[src/rtl/perf_mon_pkg.sv]
// Shared constants and helpers for the performance event monitor.
package perf_mon_pkg;

  // Monitor FSM encoding; 2'b11 is unused and recovers to idle.
  localparam logic [1:0] ST_IDLE   = 2'b00;
  localparam logic [1:0] ST_RUN    = 2'b01;
  localparam logic [1:0] ST_HALTED = 2'b10;

  // The cycle counter sits directly after the event channels in the readout map.
  function automatic int unsigned cycleSel(input int unsigned numCh);
    return numCh;
  endfunction

endpackage

[src/rtl/perf_cnt_cell.sv]
// One event counter with synchronous clear, wrap or saturate arithmetic and a sticky overflow.
module perf_cnt_cell #(
  parameter int unsigned CNT_W    = 32,
  parameter bit          SAT_MODE = 1'b0
) (
  input  logic             clk,
  input  logic             rst,
  input  logic             en,
  input  logic             clr,
  output logic [CNT_W-1:0] count,
  output logic             ovf,
  output logic             ovfNext
);

  localparam logic [CNT_W-1:0] CntMax = '1;

  logic [CNT_W-1:0] countNext;

  // Next count/flag: clear beats increment; an increment at max sets the sticky flag.
  always_comb begin
    countNext = count;
    ovfNext   = ovf;
    if (clr) begin
      countNext = '0;
      ovfNext   = 1'b0;
    end else if (en) begin
      if (count == CntMax) begin
        ovfNext   = 1'b1;
        countNext = SAT_MODE ? CntMax : '0;
      end else begin
        countNext = count + 1'b1;
      end
    end
  end

  // Counter and flag registers.
  always_ff @(posedge clk) begin
    if (rst) begin
      count <= '0;
      ovf   <= 1'b0;
    end else begin
      count <= countNext;
      ovf   <= ovfNext;
    end
  end

endmodule

[src/rtl/perf_event_monitor.sv]
// Counts per-channel processor events and run cycles between start and halt, with a
// registered select/readout port and a global sticky overflow indication.
module perf_event_monitor
  import perf_mon_pkg::*;
#(
  parameter int unsigned NUM_CH   = 8,
  parameter int unsigned CNT_W    = 32,
  parameter bit          SAT_MODE = 1'b0,
  parameter int unsigned SEL_W    = 4
) (
  input  logic              clk,
  input  logic              rst,
  input  logic              start,
  input  logic              halt,
  input  logic              clear,
  input  logic [NUM_CH-1:0] evt,
  input  logic [SEL_W-1:0]  rd_sel,
  output logic [CNT_W-1:0]  rd_data,
  output logic              rd_ovf,
  output logic [1:0]        state,
  output logic              ovf_any
);

  localparam int unsigned NumSrc = NUM_CH + 1;
  localparam int unsigned CycSel = cycleSel(NUM_CH);

  logic [1:0]        stateQ, stateD;
  logic              runNow;
  logic [NumSrc-1:0] cellEn, cellOvf, cellOvfNext;
  logic [CNT_W-1:0]  cellCnt [NumSrc];
  logic [CNT_W-1:0]  rdDataD, rdDataQ;
  logic              rdOvfD, rdOvfQ, ovfAnyQ;

  assign runNow  = (stateQ == ST_RUN);
  assign state   = stateQ;
  assign rd_data = rdDataQ;
  assign rd_ovf  = rdOvfQ;
  assign ovf_any = ovfAnyQ;

  // FSM next state; start only matters in idle, halt only in run.
  always_comb begin
    stateD = stateQ;
    case (stateQ)
      ST_IDLE:   if (start) stateD = ST_RUN;
      ST_RUN:    if (halt)  stateD = ST_HALTED;
      ST_HALTED: if (clear) stateD = ST_IDLE;
      default:   stateD = ST_IDLE;
    endcase
  end

  // Cell enables: the current cycle counts only when the present state is run.
  always_comb begin
    cellEn = '0;
    for (int i = 0; i < int'(NUM_CH); i++) begin
      cellEn[i] = runNow & evt[i];
    end
    cellEn[CycSel] = runNow;
  end

  for (genvar g = 0; g < int'(NumSrc); g++) begin : gCell
    perf_cnt_cell #(
      .CNT_W    (CNT_W),
      .SAT_MODE (SAT_MODE)
    ) uCell (
      .clk     (clk),
      .rst     (rst),
      .en      (cellEn[g]),
      .clr     (clear),
      .count   (cellCnt[g]),
      .ovf     (cellOvf[g]),
      .ovfNext (cellOvfNext[g])
    );
  end

  // Readout mux over current counter values; out-of-range selects read as zero.
  always_comb begin
    rdDataD = '0;
    rdOvfD  = 1'b0;
    for (int i = 0; i < int'(NumSrc); i++) begin
      if (rd_sel == SEL_W'(i)) begin
        rdDataD = cellCnt[i];
        rdOvfD  = cellOvf[i];
      end
    end
  end

  // State, readout and ovf_any registers; ovf_any follows the flags' next values so it
  // changes on the same edge as the flags themselves.
  always_ff @(posedge clk) begin
    if (rst) begin
      stateQ  <= ST_IDLE;
      rdDataQ <= '0;
      rdOvfQ  <= 1'b0;
      ovfAnyQ <= 1'b0;
    end else begin
      stateQ  <= stateD;
      rdDataQ <= rdDataD;
      rdOvfQ  <= rdOvfD;
      ovfAnyQ <= |cellOvfNext;
    end
  end

endmodule
[config.mk]
export PLATFORM = sky130hd
export DESIGN_NAME = perf_event_monitor
export DESIGN_NICKNAME = d
export VERILOG_FILES = /design/src/rtl/perf_mon_pkg.sv /design/src/rtl/perf_cnt_cell.sv /design/src/rtl/perf_event_monitor.sv
export SDC_FILE = /design/constraint.sdc
export NUM_CORES = 1
export LEC_CHECK = 0
export ABC_AREA = 1
export CORE_UTILIZATION = 63
export DETAILED_ROUTE_END_ITERATION = 6
export PLACE_DENSITY = 0.81
export SLEW_MARGIN = 0
export SYNTH_ARGS = -nofsm -noshare
export SYNTH_HDL_FRONTEND = slang
export SYNTH_SLANG_ARGS = --single-unit
[constraint.sdc]
create_clock -name clk -period 2.2 [get_ports clk]
set_input_delay 0.22 -clock clk [delete_from_list [all_inputs] [get_ports clk]]
set_output_delay 0.22 -clock clk [all_outputs]
set_load 0.005 [all_outputs]
# After elaboration in Yosys (flattened, before gate mapping)
# Cells that the tools add are included.
[word_totals]
inputBits = 17
out_inout_bits = 36
ff_bits = 333
word_cells = 124
[classes]
add_sub_neg = 9
n_eq_ne = 22
n_mux = 58
n_reduce_logical = 5
n_bitwise = 8
[op_table]
columns = ["cell", "n"]
rows = [
  ["$mux W32", 18],
  ["$add A32 B1 Y32 const B", 9],
  ["$eq A32 B32 Y1 const B", 9],
  ["$mux W1", 36],
  ["$eq A4 B3 Y1 const B", 4],
  ["$reduce_or A9 Y1", 1],
  ["$and A1 B1 Y1", 8],
  ["$eq A4 B2 Y1 const B", 2],
  ["$mux W2", 3],
  ["$ne A2 B2 Y1 const B", 3],
  ["$pmux W2 S3", 1],
  ["$eq A4 B1 Y1 const B", 1],
  ["$eq A4 B4 Y1 const B", 1],
  ["$logic_not A4 Y1", 1],
  ["$reduce_and A3 Y1", 1],
  ["$eq A2 B1 Y1 const B", 1],
  ["$eq A2 B2 Y1 const B", 1],
  ["$logic_not A2 Y1", 1],
  ["$reduce_or A2 Y1", 1],
]

# Longest topological paths before layout
# Gate-level depths: netlist of the first run.
[depth]
depth_word = 10
depth_mapped = 14

# By module
# From an unflattened synthesis of the first run, not the netlist that was laid out.
[unflattened]
hier_cells = 3318
area_unflattened_um2 = 20739.9
[modules_own_cells]
columns = ["module", "instances", "seq_area_each_um2", "cells_per_inst", "area_per_inst_um2"]
rows = [
  ["perf_cnt_cell", 9, 660.6, 296, 1924.3],
  ["perf_event_monitor", 1, 720.7, 654, 3420.8],
]

# Worst setup path after synthesis of the first run
# Ideal clock, no wire load.
[synth_timing]
path_kind = "register to register"
startpoint = "reg stateQ[0], in the netlist state[0]"
endpoint = "reg gCell[0].uCell.count[15]"
path_buffers = 0
t_required_ns = 2.069
setup_slack_ns = 0.364
path_stages_with_launch = 10
arrival_time_ns = 1.705
cell_sequence = "dfxtp_1 inv_2 nor2_8 nand2_2 nor2_4 nand3_2 nor2_2 nand2_1 o31ai_4 nor2_1"
[synth_via]
elab_chain_cells = 2
[synth_lines]
columns = ["item", "line", "rtl"]
rows = [
  ["start: declaration", "perf_event_monitor.sv:27", "logic [1:0] stateQ, stateD;"],
  ["start signal: assignment", "perf_event_monitor.sv:96", "stateQ <= stateD;"],
  ["$eq A2 B1 Y1", "perf_event_monitor.sv:34", "assign runNow = (stateQ == ST_RUN);"],
  ["$and A1 B1 Y1", "perf_event_monitor.sv:55", "cellEn[i] = runNow & evt[i];"],
  ["end signal: assignment", "perf_cnt_cell.sv:42", "count <= countNext;"],
  ["end: declaration", "perf_cnt_cell.sv:10", "output logic [CNT_W-1:0] count,"],
]
# No other way between the ends.
# A chain may end at the register's enable or synchronous reset.

# Final worst setup path of the first run
[layout_timing]
startpoint = "in rd_sel[1]"
endpoint = "reg rdDataQ[10], in the netlist rd_data[10]"
[layout_via]
elab_chain_cells = 10
[layout_lines]
columns = ["item", "line", "rtl"]
rows = [
  ["start: declaration", "perf_event_monitor.sv:17", "input logic [SEL_W-1:0] rd_sel,"],
  ["$logic_not A4 Y1", "perf_event_monitor.sv:80", "if (rd_sel == SEL_W'(i)) begin"],
  ["$mux W32 (8 in series)", "perf_event_monitor.sv:80", ""],
  ["$mux W32 (*)", "perf_event_monitor.sv:80", ""],
  ["end signal: assignment", "perf_event_monitor.sv:97", "rdDataQ <= rdDataD;"],
  ["end: declaration", "perf_event_monitor.sv:31", "logic [CNT_W-1:0] rdDataD, rdDataQ;"],
]
# Every way passes the cells marked *; elsewhere a longest branch is shown, timed or not.

==> results of run 1 <==
[registers in the layout (all words and copies together), names as in the netlist]
register	flops
rd_data	32
state	2
gCell.uCell.ovf	9
gCell.uCell.count	288
ovf_any	1
rd_ovf	1
[layout by cell type (no fill, tap or decap), types with 5 or more instances in the layout]
cell type          n
nor2_2            20
xnor2_1           15
buf_12            18
nor3b_1           40
a211oi_1          35
nor3_2            12
clkdlybuf4s50_1   52
clkinv_2           7
a21o_1            15
dfxtp_1          331
xor2_1            75
nand2_1          802
nor3_1           153
nand4_1          122
nand3_2            8
nor2_1           524
inv_1            344
nand2_2            5
nor2_4             7
ha_1               9
o21ai_0           99
nand3_1          150
or2_2              7
nor4_1             8
clkbuf_16         41
buf_4            151
bufinv_16          7
and3_1             8
clkbuf_1           6
o22ai_1           22
a31oi_1           10
a21oi_1          148
[power groups by stage]
stage	logic (mW)	clock network [mW]	registers [mW]
after floorplan	0.305	0	6.20
after global placement	0.653	0	6.20
after detailed placement	0.661	0	6.20
after CTS	0.666	7.08	6.07
after global routing	0.730	7.29	6.07
final	0.700	7.13	6.07
[metal layers]
| metal | track usage | routed length [um] | vias to the layer above |
|---|---|---|---|
| li1 | - | - | 10500 |
| met1 | 0.573 | 27900 | 10300 |
| met2 | 0.698 | 31300 | 1525 |
| met3 | 0.108 | 8720 | 370 |
| met4 | 0.326 | 5910 | 2 |
| met5 | 0 | 13 | - |
[what timing repair did]
item,CTS,global route
endpoints found under the hold margin,0,0
resized for setup,1,22
endpoints found under the setup margin,2,101
buffers inserted,0,3
pin swaps,0,3
[cells by family (layout without fill, tap and decap cells)]
family          count (synthesis)  after routing
fa+ha+maj                       9              9
compound gates                351            351
other cells                     0              1
buf+inv                       430            640
flops                         333            333
xor+xnor                       90             90
simple gates                 1887           1887
[through the flow]
| stage | total power, mW | instance area (sq um) | utilization | hold slack [ps] | setup slack, ps |
|---|---|---|---|---|---|
| after floorplan | 6.50 | 19500 | - | 289 | 364 |
| after global placement | 6.86 | 21700 | 0.710 | 474 | -404 |
| after detailed placement | 6.86 | 21700 | 0.710 | 482 | -402 |
| after CTS | 13.8 | 23100 | 0.756 | 318 | 20.1 |
| after global routing | 14.1 | 23100 | 0.759 | 319 | 4.20 |
| final | 13.9 | 23100 | 0.759 | 313 | -58.3 |
[path summary, 6_finish.rpt]
path                                        start                                    end  cells past startpoint
max                                     rd_sel[1]                 rd_data[10]$_SDFF_PP0_                     11
min                                          halt                  state[1]$_SDFFE_PP0P_                      3
max reg2reg                 state[0]$_SDFFE_PP0P_  gCell[5].uCell.count[19]$_SDFFE_PP0N_                     12
min reg2reg  gCell[4].uCell.count[7]$_SDFFE_PP0N_   gCell[4].uCell.count[7]$_SDFFE_PP0N_                      2
[Yosys cell counts (all sizes together), types with 10 or more instances]
| master | n |
|---|---|
| nand2 | 812 |
| nor2 | 552 |
| inv | 349 |
| dfxtp | 333 |
| nor3 | 168 |
| nand3 | 158 |
| a21oi | 148 |
| nand4 | 123 |
| o21ai | 103 |
| xor2 | 75 |
| clkbuf | 69 |
| nor3b | 41 |
| a211oi | 35 |
| o22ai | 22 |
| a21o | 15 |
| xnor2 | 15 |
| buf | 11 |
| a31oi | 10 |
| or2 | 10 |
[critical path: cells and delay by family]
kind	cells	cell delay (ps)
compound gates	1	690
buf+inv	4	960
simple gates	6	840
[layout make-up]
class,instances,area (sq um)
Clock inverter,18,277
Sequential cell,333,6670
Timing Repair Buffer,221,2010
Tap cell,396,495
Fill cell,2456,7360
Clock buffer,51,1100
Antenna cell,1,2.50
Inverter,350,1320
Multi-Input combinational cell,2337,11300
==> results.toml, run 1 <==
[status]
run_status = "finished, violations left"
failed_checks = "design-rule violations, negative setup slack"

[yosys]
synth_async_sr_flop_share = 0
ys_seq_area_frac = 0.342
synth_cell_types = 51
synth.cell_area_sq_um = 19500
synth_compound_area_frac = 0.103
ys.flop_type = "dfxtp_1"
syn_inst = 3100
yosys-top-cells-area = "dfxtp_1 34%, nand2_1 15%, nor2_1 10%"
synth_top_area_share = 0.342
synth_seq_cells = 333
synth-xor-area-share = 0.0405
muxShareOfSynthArea = 0
synthSimpleGateAreaFrac = 0.425
synth_area_leader_cell = "dfxtp_1"
synth_top_family_by_area = "simple AND/OR/NAND/NOR gates"
syn_avg_cell_area_sq_um = 6.28
yosysWarnings = 0
syn_nets = 3126
synth_adder_area_share = 0.00578
synth_edf_count = 0

[grt]
grt_overflow = 0
grt_max_degree = 34
grt_pass1_wl_um = 112000
grt_pass1_vias = 20700
gr-usage-all-layers = 0.460
grt_antenna_before_repair = 1

[critical_path]
cpMostUsedCell = "nor2_1"
critPathRequiredTime_ps = 2640
start_kind = "input pin"
path_max_fanout = 32
cp.arrival_ps = 2700
worstSetupPathType = "input pin to register"
slowest_delay_ps = 690
cp_slowest_cell = "a211oi_1"
reg2reg_setup_slack_ps = 80
cp_cell_sequence = "clkdlybuf4s50_1 -> buf_4 -> nand2_1 -> inv_1 -> nand2_1 -> buf_12 -> nor2_1 -> a211oi_1 -> nand4_1 -> nor2_1 -> nor2_1"
end_kind = "register"

[floorplan]
initial_core_util = 0.638
top_level_ports = 53
row_count = 64
core_sq_um = 30500
fp.dieW_um = 178
die_area_sq_um = 31600
dieHeight_um = 178

[power]
peakVddDrop_mv = 0.761
p_per_area_nw_per_um2 = 601
sw_frac_of_total = 0.233
leakage_nw = 8.19
combPwrFrac = 0.050
power_frac_seq = 0.437
pwr-share-clk = 0.513
switching_power_mw = 3.23
p_int_mw = 10.7

[sta]
skew_ps = 17.6
slew_violations = 0
finalCritPeriodShare = 1.03
rsz0062_at_grt = "no"
slew_headroom = 0.465
tns_ps = -58.3
setup_viol = 1
final.setup.worst_slack_ps = -58.3
hold_viol = 0
fin_crit_ps = 2260
worst_slew_pin_slew_ps = 798
timing.fmax_mhz = 443

[finish]
area_growth_pct = 18.8
fin_nets = 3308
final_cells = 3707
drive_above_1_share = 0.0940

[clock_network]
htree_levels = 2
path_clk_slew_ps = 60
cts-root-buf = "clkbuf_16"
ctsHoldBuffers = 0
insertion_delay_ps = 550
cts_buffers = 39
clockBufferDepth = 3
cts.sinks = 333
cts_tree = "yes"

[placement]
port_buffers = 52
gp_congestion = 1.09
place_hpwl_um = 56800
dpl.cell_count = 3634

[drt]
routed_wl_um = 73800
first_pass_iters = 7
drc = 11
ant_nets = 0
drt_iter0_markers = 3357
vias_per_cell = 6.10
vias = 22600
routedWlPerCell_um = 19.9

[min_path]
hold_path.class = "input pin to register"

[flow_run]
cap_violations = 0
Note: power is estimated with default switching activity, not from simulation.
==> run 2: changes to the inputs <==
CORE_ASPECT_RATIO = 0.75   (was unset)
==> results.toml, run 2 (synthesized netlist as in run 1, its figures left out) <==
[drt]
vias_per_cell = 6.17
drc = 10
routedWlPerCell_um = 20.0
ant_nets = 0
drt_iter0_markers = 4165
vias = 23100
first_pass_iters = 7
routed_wl_um = 75000

[sta]
timing.fmax_mhz = 467
rsz0062_at_grt = "yes"
setup_viol = 0
fin_crit_ps = 2140
hold_viol = 0
fin_hold_ws_ps = 329
finalCritPeriodShare = 0.973
worst_slew_pin_slew_ps = 566
slew_violations = 0
slew_headroom = 0.620
skew_ps = 18.7

[clock_network]
cts_buffers = 36
clockBufferDepth = 3
htree_levels = 2
cts.sinks = 333
path_clk_slew_ps = 60
insertion_delay_ps = 540
cts_tree = "yes"
cts-root-buf = "clkbuf_16"

[critical_path]
path_max_fanout = 8
end_kind = "register"
cp.arrival_ps = 2550
reg2reg_setup_slack_ps = 60
critPathRequiredTime_ps = 2610
start_kind = "register"
worstSetupPathType = "register to register"

[finish]
fin_area_sq_um = 23300
drive_above_1_share = 0.108
top_register = "gCell.uCell.count"
layout_common_cells = "798 x nand2_1, 520 x nor2_1, 344 x inv_1"
final_common_cell = "nand2_1"
fin_nets = 3348
num_antenna_cells = 0
utilization = 0.770
area_growth_pct = 19.6
largest_register_ffs = 288

[grt]
grt_pass1_vias = 20700
grt_max_degree = 43
grt_pass1_wl_um = 113000
gr-usage-all-layers = 0.464
grt_antenna_before_repair = 1
grt_overflow = 0

[status]
run_status = "finished, violations left"
failed_checks = "design-rule violations"

[floorplan]
initial_core_util = 0.643
dieHeight_um = 154
core_sq_um = 30300
top_level_ports = 53
row_count = 55
die_area_sq_um = 31600
fp.dieW_um = 205

[placement]
gp_congestion = 1.13
place_hpwl_um = 58300
place_area_sq_um = 22000
port_buffers = 52

[power]
power_mw = 13.1
p_per_area_nw_per_um2 = 561
peakVddDrop_mv = 0.630
leakage_nw = 8.34

[min_path]
hold_path.class = "input pin to register"

[flow_run]
cap_violations = 0
==> run 2: changes by cell type in the layout (fill, tap and decap cells not counted), sizes merged <==
cell / change
buf: +43
bufinv: -4
clkinvlp: -2
inv: -1
diode: -1
==> run 2: report_power, final <==
part           total, mW  switching (mW)  internal, mW
clock               6.31            2.61          3.70
combinational      0.690           0.443         0.248
sequential          6.06          0.0166          6.05
==> run 2: metrics by stage <==
stage / cells / TNS, ps / setup slack [ps]
after floorplan: 3100 / 0 / 364
after global placement: 3681 / -1050 / -129
after detailed placement: 3681 / -1150 / -134
after CTS: 3744 / 0 / 5.46
after global routing: 3745 / -122 / -29.1
final: 3745 / 0 / 60.4
==> run 2: layout make-up <==
| cell class | count | area [sq um] |
|---|---|---|
| inverters | 350 | 1320 |
| flip-flops and latches | 333 | 6670 |
| fillers | 2382 | 6970 |
| clock buffers | 51 | 1060 |
| clock inverters | 11 | 136 |
| multi-input cells | 2337 | 11300 |
| well taps | 399 | 499 |
| repair buffers | 264 | 2300 |
==> run 2: critical path, stage by stage, from the launching register on <==
cell	delay, ps
dfxtp_1	440
nand2_1	130
nor2_1	210
nand2_1	140
inv_1	160
nand2_1	120
nor2_1	200
nand2_1	140
o21ai_1	190
buf_4	210
nor3b_1	60
==> run 2: worst paths after layout <==
path / startpoint / end / depth (start not counted)
setup / recovery: gCell[4].uCell.count[9]$_SDFFE_PP0N_ / gCell[4].uCell.count[5]$_SDFFE_PP0N_ / 10
hold / removal: start / state[0]$_SDFFE_PP0P_ / 3
setup reg to reg: gCell[4].uCell.count[9]$_SDFFE_PP0N_ / gCell[4].uCell.count[5]$_SDFFE_PP0N_ / 10
hold reg to reg: gCell[7].uCell.ovf$_SDFF_PP0_ / gCell[7].uCell.ovf$_SDFF_PP0_ / 2
==> run 2: per-layer routing <==
layer | up-vias | part of all wire | GRT usage
met1 | 10600 | 0.41 | 0.691
met3 | 241 | 0.18 | 0.165
met4 | 2 | 0.036 | 0.165
li1 | 10500 | - | -
met5 | - | 0.00012 | 0
met2 | 1759 | 0.37 | 0.599
==> run 2: repair_timing <==
| action | in CTS | in global routing |
|---|---|---|
| pin swaps | 1 | 3 |
| hold buffers | 0 | 0 |
| endpoints found under the setup margin | 3 | 99 |
| resized for setup | 2 | 38 |
| setup buffers | 1 | 1 |
